**src/rtl/fetch_pkg.sv**
```systemverilog
`default_nettype none
// ============================================================================
//  Module      : fetch_pkg
//  Description : Shared types and constants for the instruction fetch unit.
//  Revision    : 1.0 - initial release
// ============================================================================
package fetch_pkg;

    // Byte stride between consecutive instruction words.
    localparam int unsigned INSTR_BYTES = 4;

    // Fetch controller states.
    typedef enum logic [1:0] {
        IDLE = 2'd0,
        REQ  = 2'd1,
        WAIT = 2'd2,
        HOLD = 2'd3
    } fetch_state_e;

endpackage : fetch_pkg
`default_nettype wire

```
**src/rtl/fetch_ctrl_if.sv**
```systemverilog
`default_nettype none
// ============================================================================
//  Module      : fetch_ctrl_if
//  Description : Bundles the redirect input, the instruction-memory
//                request/response channel and the decode-side handshake.
//                master = fetch controller, slave = its environment.
//  Revision    : 1.0 - initial release
// ============================================================================
interface fetch_ctrl_if #(
    parameter int WordSize = 32
);
    logic                branch_taken;
    logic [WordSize-1:0] branch_addr;

    logic                imem_req_valid;
    logic [WordSize-1:0] imem_req_addr;
    logic                imem_req_ready;
    logic                imem_resp_valid;
    logic [WordSize-1:0] imem_resp_data;

    logic                if_valid;
    logic [WordSize-1:0] if_pc;
    logic [WordSize-1:0] if_instr;
    logic                if_ready;

    modport master (
        input  branch_taken, branch_addr,
        input  imem_req_ready, imem_resp_valid, imem_resp_data,
        input  if_ready,
        output imem_req_valid, imem_req_addr,
        output if_valid, if_pc, if_instr
    );

    modport slave (
        output branch_taken, branch_addr,
        output imem_req_ready, imem_resp_valid, imem_resp_data,
        output if_ready,
        input  imem_req_valid, imem_req_addr,
        input  if_valid, if_pc, if_instr
    );
endinterface : fetch_ctrl_if
`default_nettype wire

```
**src/rtl/fetch_resp_buf.sv**
```systemverilog
`default_nettype none
// ============================================================================
//  Module      : fetch_resp_buf
//  Description : One-entry buffer holding a fetched instruction and the PC
//                it was fetched from. Load wins over clear.
//  Revision    : 1.0 - initial release
// ============================================================================
module fetch_resp_buf #(
    parameter int WordSize = 32
) (
    input  wire logic                clk,
    input  wire logic                rst,
    input  wire logic                load_i,
    input  wire logic                clear_i,
    input  wire logic [WordSize-1:0] pc_i,
    input  wire logic [WordSize-1:0] instr_i,
    output logic                     valid_o,
    output logic [WordSize-1:0]      pc_o,
    output logic [WordSize-1:0]      instr_o
);
    logic                valid_q;
    logic [WordSize-1:0] pc_q;
    logic [WordSize-1:0] instr_q;

    // Capture a response on load; on clear only the valid bit drops.
    always_ff @(posedge clk) begin
        if (rst) begin
            valid_q <= 1'b0;
            pc_q    <= '0;
            instr_q <= '0;
        end else if (load_i) begin
            valid_q <= 1'b1;
            pc_q    <= pc_i;
            instr_q <= instr_i;
        end else if (clear_i) begin
            valid_q <= 1'b0;
        end
    end

    assign valid_o = valid_q;
    assign pc_o    = pc_q;
    assign instr_o = instr_q;
endmodule : fetch_resp_buf
`default_nettype wire

```
**src/rtl/fetch_ctrl.sv**
```systemverilog
`default_nettype none
// ============================================================================
//  Module      : fetch_ctrl
//  Description : Single-outstanding instruction fetch controller with branch
//                redirect. A redirect that overtakes an in-flight request
//                marks its response as dropped so stale instructions never
//                reach decode.
//  Revision    : 1.0 - initial release
// ============================================================================
module fetch_ctrl
    import fetch_pkg::*;
#(
    parameter int                  WordSize    = 32,
    parameter logic [WordSize-1:0] ResetVector = '0
) (
    input  wire logic     clk,
    input  wire logic     rst,
    fetch_ctrl_if.master  bus
);
    fetch_state_e        state_q, state_d;
    logic [WordSize-1:0] pc_q, pc_d;
    logic                drop_q, drop_d;

    logic                w_buf_load;
    logic                w_buf_clear;
    logic [WordSize-1:0] w_target;
    logic [WordSize-1:0] w_pc_next;

    // Redirect targets are forced onto a word boundary.
    assign w_target  = {bus.branch_addr[WordSize-1:2], 2'b00};
    // Wraps naturally at 2^WordSize.
    assign w_pc_next = pc_q + WordSize'(INSTR_BYTES);

    // State, PC and drop flag registers.
    always_ff @(posedge clk) begin
        if (rst) begin
            state_q <= IDLE;
            pc_q    <= ResetVector;
            drop_q  <= 1'b0;
        end else begin
            state_q <= state_d;
            pc_q    <= pc_d;
            drop_q  <= drop_d;
        end
    end

    // Next-state logic. pc_q holds the address of the outstanding request
    // through WAIT/HOLD; it only moves in WAIT on a redirect, which also
    // marks the response as dropped, so pc_q is a valid tag for the buffer.
    always_comb begin
        state_d     = state_q;
        pc_d        = pc_q;
        drop_d      = drop_q;
        w_buf_load  = 1'b0;
        w_buf_clear = 1'b0;
        case (state_q)
            IDLE: begin
                state_d = REQ;
                if (bus.branch_taken) pc_d = w_target;
            end
            REQ: begin
                if (bus.branch_taken) pc_d = w_target;
                if (bus.imem_req_ready) begin
                    state_d = WAIT;
                    drop_d  = bus.branch_taken;
                end
            end
            WAIT: begin
                if (bus.imem_resp_valid) begin
                    state_d = REQ;
                    drop_d  = 1'b0;
                    if (bus.branch_taken) begin
                        pc_d = w_target;
                    end else if (!drop_q) begin
                        w_buf_load = 1'b1;
                        state_d    = HOLD;
                    end
                end else if (bus.branch_taken) begin
                    pc_d   = w_target;
                    drop_d = 1'b1;
                end
            end
            HOLD: begin
                // Redirect beats a simultaneous decode handshake.
                if (bus.branch_taken) begin
                    w_buf_clear = 1'b1;
                    pc_d        = w_target;
                    state_d     = REQ;
                end else if (bus.if_ready) begin
                    w_buf_clear = 1'b1;
                    pc_d        = w_pc_next;
                    state_d     = REQ;
                end
            end
            default: state_d = IDLE;
        endcase
    end

    assign bus.imem_req_valid = (state_q == REQ);
    assign bus.imem_req_addr  = pc_q;

    fetch_resp_buf #(
        .WordSize (WordSize)
    ) u_resp_buf (
        .clk     (clk),
        .rst     (rst),
        .load_i  (w_buf_load),
        .clear_i (w_buf_clear),
        .pc_i    (pc_q),
        .instr_i (bus.imem_resp_data),
        .valid_o (bus.if_valid),
        .pc_o    (bus.if_pc),
        .instr_o (bus.if_instr)
    );
endmodule : fetch_ctrl
`default_nettype wire

```
**src/flat_wrapper.sv**
```systemverilog
// flat-port wrapper written by rule: the top's interface ports become plain ports
module fetch_ctrl_flat import fetch_pkg::*;
#(
    parameter int                  WordSize    = 32,
    parameter logic [WordSize-1:0] ResetVector = '0
)
  (clk, rst, bus_branch_taken, bus_branch_addr, bus_imem_req_ready, bus_imem_resp_valid, bus_imem_resp_data, bus_if_ready, bus_imem_req_valid, bus_imem_req_addr, bus_if_valid, bus_if_pc, bus_if_instr);
  fetch_ctrl_if #(.WordSize(WordSize)) bus_i ();
  input  wire logic clk;
  input  wire logic rst;
  input wire logic [$bits(bus_i.branch_taken)-1:0] bus_branch_taken;
  input wire logic [$bits(bus_i.branch_addr)-1:0] bus_branch_addr;
  input wire logic [$bits(bus_i.imem_req_ready)-1:0] bus_imem_req_ready;
  input wire logic [$bits(bus_i.imem_resp_valid)-1:0] bus_imem_resp_valid;
  input wire logic [$bits(bus_i.imem_resp_data)-1:0] bus_imem_resp_data;
  input wire logic [$bits(bus_i.if_ready)-1:0] bus_if_ready;
  output wire logic [$bits(bus_i.imem_req_valid)-1:0] bus_imem_req_valid;
  output wire logic [$bits(bus_i.imem_req_addr)-1:0] bus_imem_req_addr;
  output wire logic [$bits(bus_i.if_valid)-1:0] bus_if_valid;
  output wire logic [$bits(bus_i.if_pc)-1:0] bus_if_pc;
  output wire logic [$bits(bus_i.if_instr)-1:0] bus_if_instr;
  assign bus_i.branch_taken = bus_branch_taken;
  assign bus_i.branch_addr = bus_branch_addr;
  assign bus_i.imem_req_ready = bus_imem_req_ready;
  assign bus_i.imem_resp_valid = bus_imem_resp_valid;
  assign bus_i.imem_resp_data = bus_imem_resp_data;
  assign bus_i.if_ready = bus_if_ready;
  assign bus_imem_req_valid = bus_i.imem_req_valid;
  assign bus_imem_req_addr = bus_i.imem_req_addr;
  assign bus_if_valid = bus_i.if_valid;
  assign bus_if_pc = bus_i.if_pc;
  assign bus_if_instr = bus_i.if_instr;
  fetch_ctrl #(.WordSize(WordSize), .ResetVector(ResetVector)) u_core (.clk(clk), .rst(rst), .bus(bus_i));
endmodule
```
**config.mk**
```make
export PLATFORM = sky130hd
export DESIGN_NAME = fetch_ctrl_flat
export DESIGN_NICKNAME = d
export VERILOG_FILES = /design/src/rtl/fetch_pkg.sv /design/src/rtl/fetch_ctrl_if.sv /design/src/rtl/fetch_resp_buf.sv /design/src/rtl/fetch_ctrl.sv /design/src/flat_wrapper.sv
export SDC_FILE = /design/constraint.sdc
export NUM_CORES = 1
export LEC_CHECK = 0
export CAP_MARGIN = 20
export CELL_PAD_IN_SITES_DETAIL_PLACEMENT = 2
export CELL_PAD_IN_SITES_GLOBAL_PLACEMENT = 2
export CORE_UTILIZATION = 28
export DETAILED_ROUTE_END_ITERATION = 6
export MAX_ROUTING_LAYER = met4
export PLACE_DENSITY_LB_ADDON = 0.1
export SYNTH_ARGS = -nofsm -noshare
export SYNTH_HDL_FRONTEND = slang
export SYNTH_HIERARCHICAL = 1
export SYNTH_SLANG_ARGS = --single-unit
```
**constraint.sdc**
```tcl
create_clock -name clk -period 3.3 [get_ports clk]
set_input_delay 0.66 -clock clk [delete_from_list [all_inputs] [get_ports clk]]
set_output_delay 0.66 -clock clk [all_outputs]
set_load 0.005 [all_outputs]
```
# Yosys cells after proc, flatten, opt, wreduce, memory -nomap -nowiden

Cells that the tools add are included.

Word-level logic and storage cells: 46
Latch bits: 0
Memories kept: 0
Bits of input ports: 70
Register bits: 100
ROM bits: 0
Bits in writable memories: 0

Magnitude comparators: 0
Divide/modulo/power cells: 0
Bitwise operators: 0
Shift operators: 0
Reductions and logical operators: 7
Eq/ne operators: 8
$mul: 0
$add $sub $neg: 1
Mux-type cells: 24

Operators by type and width:

| kind                                                                    | number |
|---|---|
| 32-bit two-way mux                                                      | 3 |
| 32-bit case mux with 2 select lines                                     | 1 |
| 32-bit by 3-bit adder with 32-bit output, second input constant         | 1 |
| 1-bit two-way mux                                                       | 12 |
| 2-bit two-way mux                                                       | 6 |
| 2-bit case mux with 4 select lines                                      | 1 |
| 3-bit inequality test, second input constant                            | 2 |
| 3-bit AND reduction                                                     | 2 |
| 2-bit == test, second input constant                                    | 2 |
| 2-bit inequality test, second input constant                            | 2 |
| 2-bit nonzero test                                                      | 2 |
| 3-bit OR reduction                                                      | 1 |
| 2-bit by 1-bit == test with 1-bit output, second input constant         | 1 |
| 2-bit logical NOT                                                       | 1 |
| 2-bit by 1-bit inequality test with 1-bit output, second input constant | 1 |
| 1-bit case mux with 2 select lines                                      | 1 |
| 2-bit AND reduction                                                     | 1 |

# Depth between registers and ports, before layout

Gate-level depths: netlist of the first run.

Word-level depth: 5
Depth in mapped cells: 8
Gate-level depth less buffers: 6

# By module

Netlist of the first run, hierarchy kept.

Modules (own cells, without submodules):

| module         | cells each | area each (sq um) | sequential area each (sq um) | instances |
|---|---|---|---|---|
| fetch_resp_buf | 210        | 2344.7            | 1301.2                       | 1 |
| fetch_ctrl     | 303        | 2297.2            | 660.6                        | 1 |

# Worst setup path after synthesis of the first run

Ideal clock, no wire load.

Kind: in2reg
Start: input port bus_branch_taken
End: register u_core.u_resp_buf.pc_q[10] (netlist: u_core/u_resp_buf/pc_o[10])
Data arrival time: 2007 ps
Stages on the path: 7
Path slack: 1165 ps
Data required time: 3172 ps
Cell sequence: clkbuf_1 > or3b_2 > nor2_1 > buf_6 > buf_12 > mux2i_1 > nor2_1

Longest elaborated chain between the ends: 3

Ends and longest elaborated chain:

| element                | RTL line             | source |
|---|---|---|
| start: declaration     | flat_wrapper.sv:11   | `input wire logic [$bits(bus_i.branch_taken)-1:0] bus_branch_taken;` |
| 1-bit two-way mux      | fetch_ctrl.sv:72     | `if (bus.branch_taken) begin` |
| 1-bit two-way mux      | fetch_ctrl.sv:69     | `if (bus.imem_resp_valid) begin` |
| 1-bit two-way mux      | fetch_ctrl.sv:56     | `case (state_q)` |
| net u_core.w_buf_load  | fetch_ctrl.sv:24     | `logic w_buf_load;` |
| end signal: assignment | fetch_resp_buf.sv:33 | `pc_q <= pc_i;` |
| end: declaration       | fetch_resp_buf.sv:22 | `logic [WordSize-1:0] pc_q;` |

The timed path passes the listed nets, and every way through them passes these cells.
A chain may end at the register's enable or synchronous reset.

# Worst setup path in the final report of the first run

Start: input port bus_branch_taken
End: register u_core.u_resp_buf.pc_q[14] (netlist: u_core/u_resp_buf/pc_o[14])

Same word-level chain as after synthesis.

==> results.md, run 1 <==
- Most area-hungry cell type in the Yosys netlist: dfxtp_1
- Cell leakage power: 2.34 nW
- Area Overhead vs Synth: 44.4%
- Crit Path Max Fanout: 22
- Most frequent cells in the layout: clkdlybuf4s50_1, dfxtp_1, nor2_1
- Largest net degree at the start of global routing: 100
- Syn_area_per_cell: 9.05 um2
- Vias: 4,416
- Worst Hold Class: reg -> reg
- Fin crit share: 0.732
- Post-synthesis mux area share: 0.153
- Initial core utilization: 0.289
- Reg2reg end: u_core/bus.imem_req_addr[24]
- TritonCTS Sinks: 98
- Worst setup path endpoint: u_core/u_resp_buf/pc_o[14]
- Layout cell share with drive strength beyond 1: 0.0627
- Dpl hpwl: 12,000 um
- Final nets: 740
- Core Rows: 46
- Final global-route overflow total: 0
- Setup Skew: 0.00573 ns
- Drt pass-1 iters: 5
- CTS max path bufs: 2
- Hold Buf Count CTS: 0
- # H-tree levels: 3
- # Post-CTS Setup Buffers: 0
- Sequential share of the synthesized area: 0.423
- Share of the synthesized area in the top cell type: 0.423
- RSZ-0062 raised after global routing: no
- Detail Route Antenna Nets: 0
- Adder-cell area share of the yosys netlist: 0.0135
- # diodes: 0
- Synthesized area: 0.00464 mm2
- YS warnings: 6
- Top post-synthesis cells by area: dfxtp_1, mux2i_1, nor2_1
- Final setup viols: 0
- Clk Latency, worst-skew pair: 0.34 ns
- CP arrival: 2.63 ns
- Post-Synth Simple-Gate Area: 0.209
- Avg Vias per Cell: roughly 5.0
- Slew HR: 0.520
- Required @ worst endpoint: between 3 and 4 ns
- Die Y: 131 um
- Startpoint types: input pin
- WHS: 0.495 ns
- Initial DRC Count: 160
- Core Area: approximately 0.016 mm2
- GR Util All Layers: 0.203
- Crit. Startpoint: bus_branch_taken
- Post-synth ARST share: 0
- Final setup TNS: 0 ns
- Cell count after synthesis: 513
- Hold Vio Cnt, Final: 0
- Initial antenna violation count: 0
- Largest family of logic cells by synthesized area: simple AND/OR/NAND/NOR gates
- Clock buffer count from CTS: 9
- Gpl congestion: 0.750
- Max_cap viols: 0
- Post-synth top flop: dfxtp_1
- Die W: 131 um
- Critical path capture point type: flop
- Crit path kind: in -> reg
- DRT Wirelength: roughly 17,000 um
- Worst r2r src: u_core/bus.imem_req_addr[10]
- CTS tree: yes
- WL per Instance: 18.7 um
- Number of synthesized register bits: 98
- Commonest non-fill, non-tap cell in the layout: clkdlybuf4s50_1
- Io pins: between 150 and 200
- Peak supply drop: roughly 0.23 mV
- Status: finished clean
- CTS clk-pin slew, worst paths: 0.07 ns
- Post-synthesis cell type count: 62
- Final Max Tran Viols: 0
- Die ar.: 0.0171 mm2
- Buffers added on ports: 163
- Root buf cell: clkbuf_16
- Post-Synth XOR/XNOR Area: 0
- Min Tclk post-route: 2.42 ns
- Cts repair resizes: 0
- Synth Area in Compound Gates: 0.139
- First-pass GRT wire length: 25,600 um
- Pwr/cell area: 389 mW/mm2
- Vias in the first global route: 4,731
- Worst slew pin tran: 0.714 ns
- DRC viols: 0
- EDFF count, synth: 0
- Fmax: approximately 410 MHz
- R2R cell count: 5
- Reg2reg setup slack: 1.05 ns
kinds of logic after synthesis:
| family | count (synthesis) |
|---|---|
| AO/OA/AOI/OAI | 97 |
| adder cells (fa/ha/maj) | 5 |
| buffers and inverters | 48 |
| flip-flops | 98 |
| multiplexers | 71 |
| other | 1 |
| AND/OR/NAND/NOR | 193 |
cells in the mapped netlist, types with 3 or more instances:
cell type,n
buf_12,5
dfxtp_1,98
clkbuf_1,18
a311o_1,4
buf_4,3
a21oi_1,30
nor4_1,8
nor3_1,6
nor2_1,92
a311oi_1,3
or3_1,3
ha_1,5
inv_1,10
nand2_1,32
nand2b_1,4
nand4_1,4
a21o_1,3
mux2i_1,70
and3_1,7
a22oi_1,7
a211oi_1,3
and4_1,4
a31oi_1,5
nand3_1,16
buf_2,3
buf_1,4
o22ai_1,4
o21ai_0,16
per-layer routing:
layer | GRT usage | wire [um] | up-vias
li1 | - | - | 2138
met1 | 0.234 | 7150 | 2189
met2 | 0.363 | 8710 | 79
met3 | 0.0252 | 490 | 10
met4 | 0.0649 | 198 | 0
met5 | - | 0 | -
area by class of cell:
class                   instances  area [um2]
well taps                     216         270
fillers                      1743        9360
flip-flops and latches         98        1960
multi-input cells             370        2420
clock inverters                 6        42.5
clock buffers                  10         229
inverters                      12        45.0
repair buffers                174        1740
registers in the layout, indices dropped and copies added (netlist names):
signal	flops
u_core/u_resp_buf/valid_o	1
u_core/u_resp_buf/instr_o	32
u_core/state_q	2
u_core/u_resp_buf/pc_o	32
u_core/drop_q	1
u_core/bus.imem_req_addr	30
power by group:
part	leakage, nW	switching [mW]	total [mW]	internal, mW
Combinational	1.41	0.149	0.342	0.193
Clock	0.129	0.478	0.991	0.514
Sequential	0.796	0.0574	1.27	1.22
critical path, cell delays in order:
cell and delay (ns):
clkdlybuf4s50_1 0.56, or3b_2 0.56, nor2_4 0.15, buf_4 0.38, mux2i_1 0.24, nor2_1 0.06
stage by stage:
| step | cell area, um2 | power [mW] | util | setup slack (ns) | cells |
|---|---|---|---|---|---|
| global placement | 6430 | 1.63 | 0.400 | 0.577 | 870 |
| finish | 6700 | 2.61 | 0.417 | 0.884 | 886 |
| global route | 6700 | 2.73 | 0.417 | 0.782 | 886 |
| floorplan | 4650 | 1.44 | - | 1.16 | 516 |
| CTS | 6700 | 2.66 | 0.417 | 0.850 | 886 |
| detailed placement | 6430 | 1.65 | 0.400 | 0.473 | 870 |
how the worst min path moves through the flow:
stage | startpoint | to | slack, ns | cells after the start
5_1_grt | u_core/u_resp_buf/pc_o[19] | u_core/u_resp_buf/pc_o[19] | 0.52 | 2
6_report | u_core/u_resp_buf/instr_o[30] | u_core/u_resp_buf/instr_o[30] | 0.49 | 2
4_1_cts | u_core/u_resp_buf/instr_o[22] | u_core/u_resp_buf/instr_o[22] | 0.50 | 2
3_5_place_dp | u_core/u_resp_buf/pc_o[12] | u_core/u_resp_buf/pc_o[12] | 0.49 | 2
3_3_place_gp | u_core/u_resp_buf/pc_o[2] | u_core/u_resp_buf/pc_o[2] | 0.47 | 2
2_1_floorplan | u_core/u_resp_buf/valid_o | u_core/u_resp_buf/valid_o | 0.47 | 2
No activity file was read; power rests on OpenSTA's default activity.
==> inputs of run 2 (changes only) <==
--- a/config.mk
+++ b/config.mk
@@ -8,7 +8,7 @@
 export CAP_MARGIN = 20
 export CELL_PAD_IN_SITES_DETAIL_PLACEMENT = 2
 export CELL_PAD_IN_SITES_GLOBAL_PLACEMENT = 2
-export CORE_UTILIZATION = 28
+export CORE_UTILIZATION = 23
 export DETAILED_ROUTE_END_ITERATION = 6
 export MAX_ROUTING_LAYER = met4
 export PLACE_DENSITY_LB_ADDON = 0.1
==> constraint.sdc (replaced) <==
create_clock -name clk -period 2.1 [get_ports clk]
set_input_delay 0.42 -clock clk [delete_from_list [all_inputs] [get_ports clk]]
set_output_delay 0.42 -clock clk [all_outputs]
set_load 0.005 [all_outputs]
==> results.md, run 2 (synthesis results as in run 1) <==
- Io pins: between 150 and 200
- Final Max Tran Viols: 0
- Critical path capture point type: output port
- Crit-path cells: inv_1 -> ha_1 -> clkdlybuf4s50_1
- Drt pass-1 iters: 4
- Initial DRC Count: about 140
- # H-tree levels: 3
- Hold Crit Start: u_core/u_resp_buf/instr_o[30]
- CP max stage delay: 0.53 ns
- Final global-route overflow total: 0
- Hold Buf Count CTS: 0
- DRC viols: 0
- Required @ worst endpoint: 1.68 ns
- Final setup viols: 0
- Status: finished clean
- Vias: roughly 4,600
- Area Overhead vs Synth: 57.6%
- Initial antenna violation count: 0
- Finished Layout Cells: 983
- Vias in the first global route: 5,043
- Fmax: 514 MHz
- Final Instance Area: 0.00732 mm2
- CP max-delay cell: clkdlybuf4s50_1
- Register area: slightly below 0.002 mm2
- CP arrival: between 1.5 and 2 ns
- Crit. Startpoint: u_core/state_q[1]
- Commonest non-fill, non-tap cell in the layout: clkdlybuf4s50_1
- Setup Skew: 0.00892 ns
- Peak supply drop: 0.350 mV
- RSZ-0062 raised after global routing: no
- Avg Vias per Cell: 4.67
- GR Util All Layers: 0.178
- Most frequent cells in the layout: clkdlybuf4s50_1, dfxtp_1, nor2_1
- Fin crit share: 0.927
- Min Tclk post-route: a little under 2 ns
- # diodes: 0
- Hold Vio Cnt, Final: 0
- CTS max path bufs: 2
- Gpl congestion: 0.763
- Die W: 144 um
- Core Area: between 0.015 and 0.02 mm2
- Placed Cells incl. Taps: 966
- CTS clk-pin slew, worst paths: 0.08 ns
- Die ar.: around 0.021 mm2
- Root buf cell: clkbuf_16
- Buffers added on ports: 163
- Initial core utilization: 0.236
- Max_cap viols: 0
- WL per Instance: 18.0 um
- Largest net degree at the start of global routing: 100
- Final nets: 788
- Crit path kind: reg -> out
- Core Rows: 51
- Detail Route Antenna Nets: 0
- Area of the multi-input gates: 0.00244 mm2
- Clock buffer count from CTS: 9
- Worst Hold Class: reg -> reg
- Die Y: around 140 um
- First-pass GRT wire length: 27,300 um
- FILL cells: 2,204
- Worst r2r src: u_core/state_q[0]
- Cell leakage power: 2.64 nW
- Crit Path Max Fanout: 5
- Pwr/cell area: around 600 mW/mm2
- Layout cell share with drive strength beyond 1: 0.138
- CTS tree: yes
- Startpoint types: flop
- Post-DP Area: between 0.006 and 0.007 mm2
- TritonCTS Sinks: slightly below 100
- DRT Wirelength: 17,700 um
- Clk Latency, worst-skew pair: 0.36 ns
- Dpl hpwl: 13,100 um
## run 2: changes by cell type in the layout (fill, tap and decap cells not counted), sizes merged
cell	change
buf	+48
clkinvlp	-2
bufinv	+2
clkbuf	-1
clkinv	+1
## run 2: report_power, final
| part | switching [mW] | leakage, nW | internal, mW |
|---|---|---|---|
| clock | 0.803 | 0.161 | 1.06 |
| sequential | 0.0603 | 0.797 | 1.91 |
| combinational | 0.286 | 1.69 | 0.364 |
| total | 1.15 | 2.64 | 3.34 |
## run 2: through the flow
stage / hold WS [ns] / utilization / setup WS (ns) / setup TNS, ns / power, mW
after CTS: 0.504 / 0.370 / 0.00961 / 0 / 4.56
after global routing: 0.531 / 0.372 / 0.0236 / 0 / 4.69
final: 0.493 / 0.372 / 0.154 / 0 / 4.48
after floorplan: 0.466 / - / 0.205 / 0 / 2.26
after global placement: 0.473 / 0.353 / -0.183 / -9.53 / 2.64
after detailed placement: 0.486 / 0.353 / -0.267 / -13.28 / 2.67
## run 2: what timing repair did
action                     4_1_cts  5_1_grt
setup buffers                    0        1
gates resized for setup          1       10
pin swaps                        0        3
setup endpoints to repair        1       43
## run 2: final cells by class
type / instances / share of cell area
inverter: 12 / 0.00616
multi-input combinational: 370 / 0.334
tap: 265 / 0.0453
timing repair buffer: 222 / 0.301
clock buffer: 9 / 0.0308
sequential: 98 / 0.269
clock inverter: 7 / 0.0140
## run 2: final timing paths
check	depth (start not counted)	end	slack [ns]
hold reg to reg	2	u_core/u_resp_buf/instr_o[30]	0.49
hold / removal	2	u_core/u_resp_buf/instr_o[30]	0.49
setup reg to reg	8	u_core/u_resp_buf/instr_o[9]	0.17
setup / recovery	3	bus_imem_req_valid	0.15
## run 2: layer usage
layer,track usage,part of all wire,up-vias
met5,-,0,-
met4,0.0510,0.012,0
met3,0.0298,0.038,9
met2,0.311,0.51,82
met1,0.210,0.44,2263
li1,-,-,2235
## run 2: worst max-delay path: cells and delay by family (launching register included)
family / cells / cell delay (ns)
DFF: 1 / 0.35
buffers and inverters: 2 / 0.59
adders and majority gates: 1 / 0.23
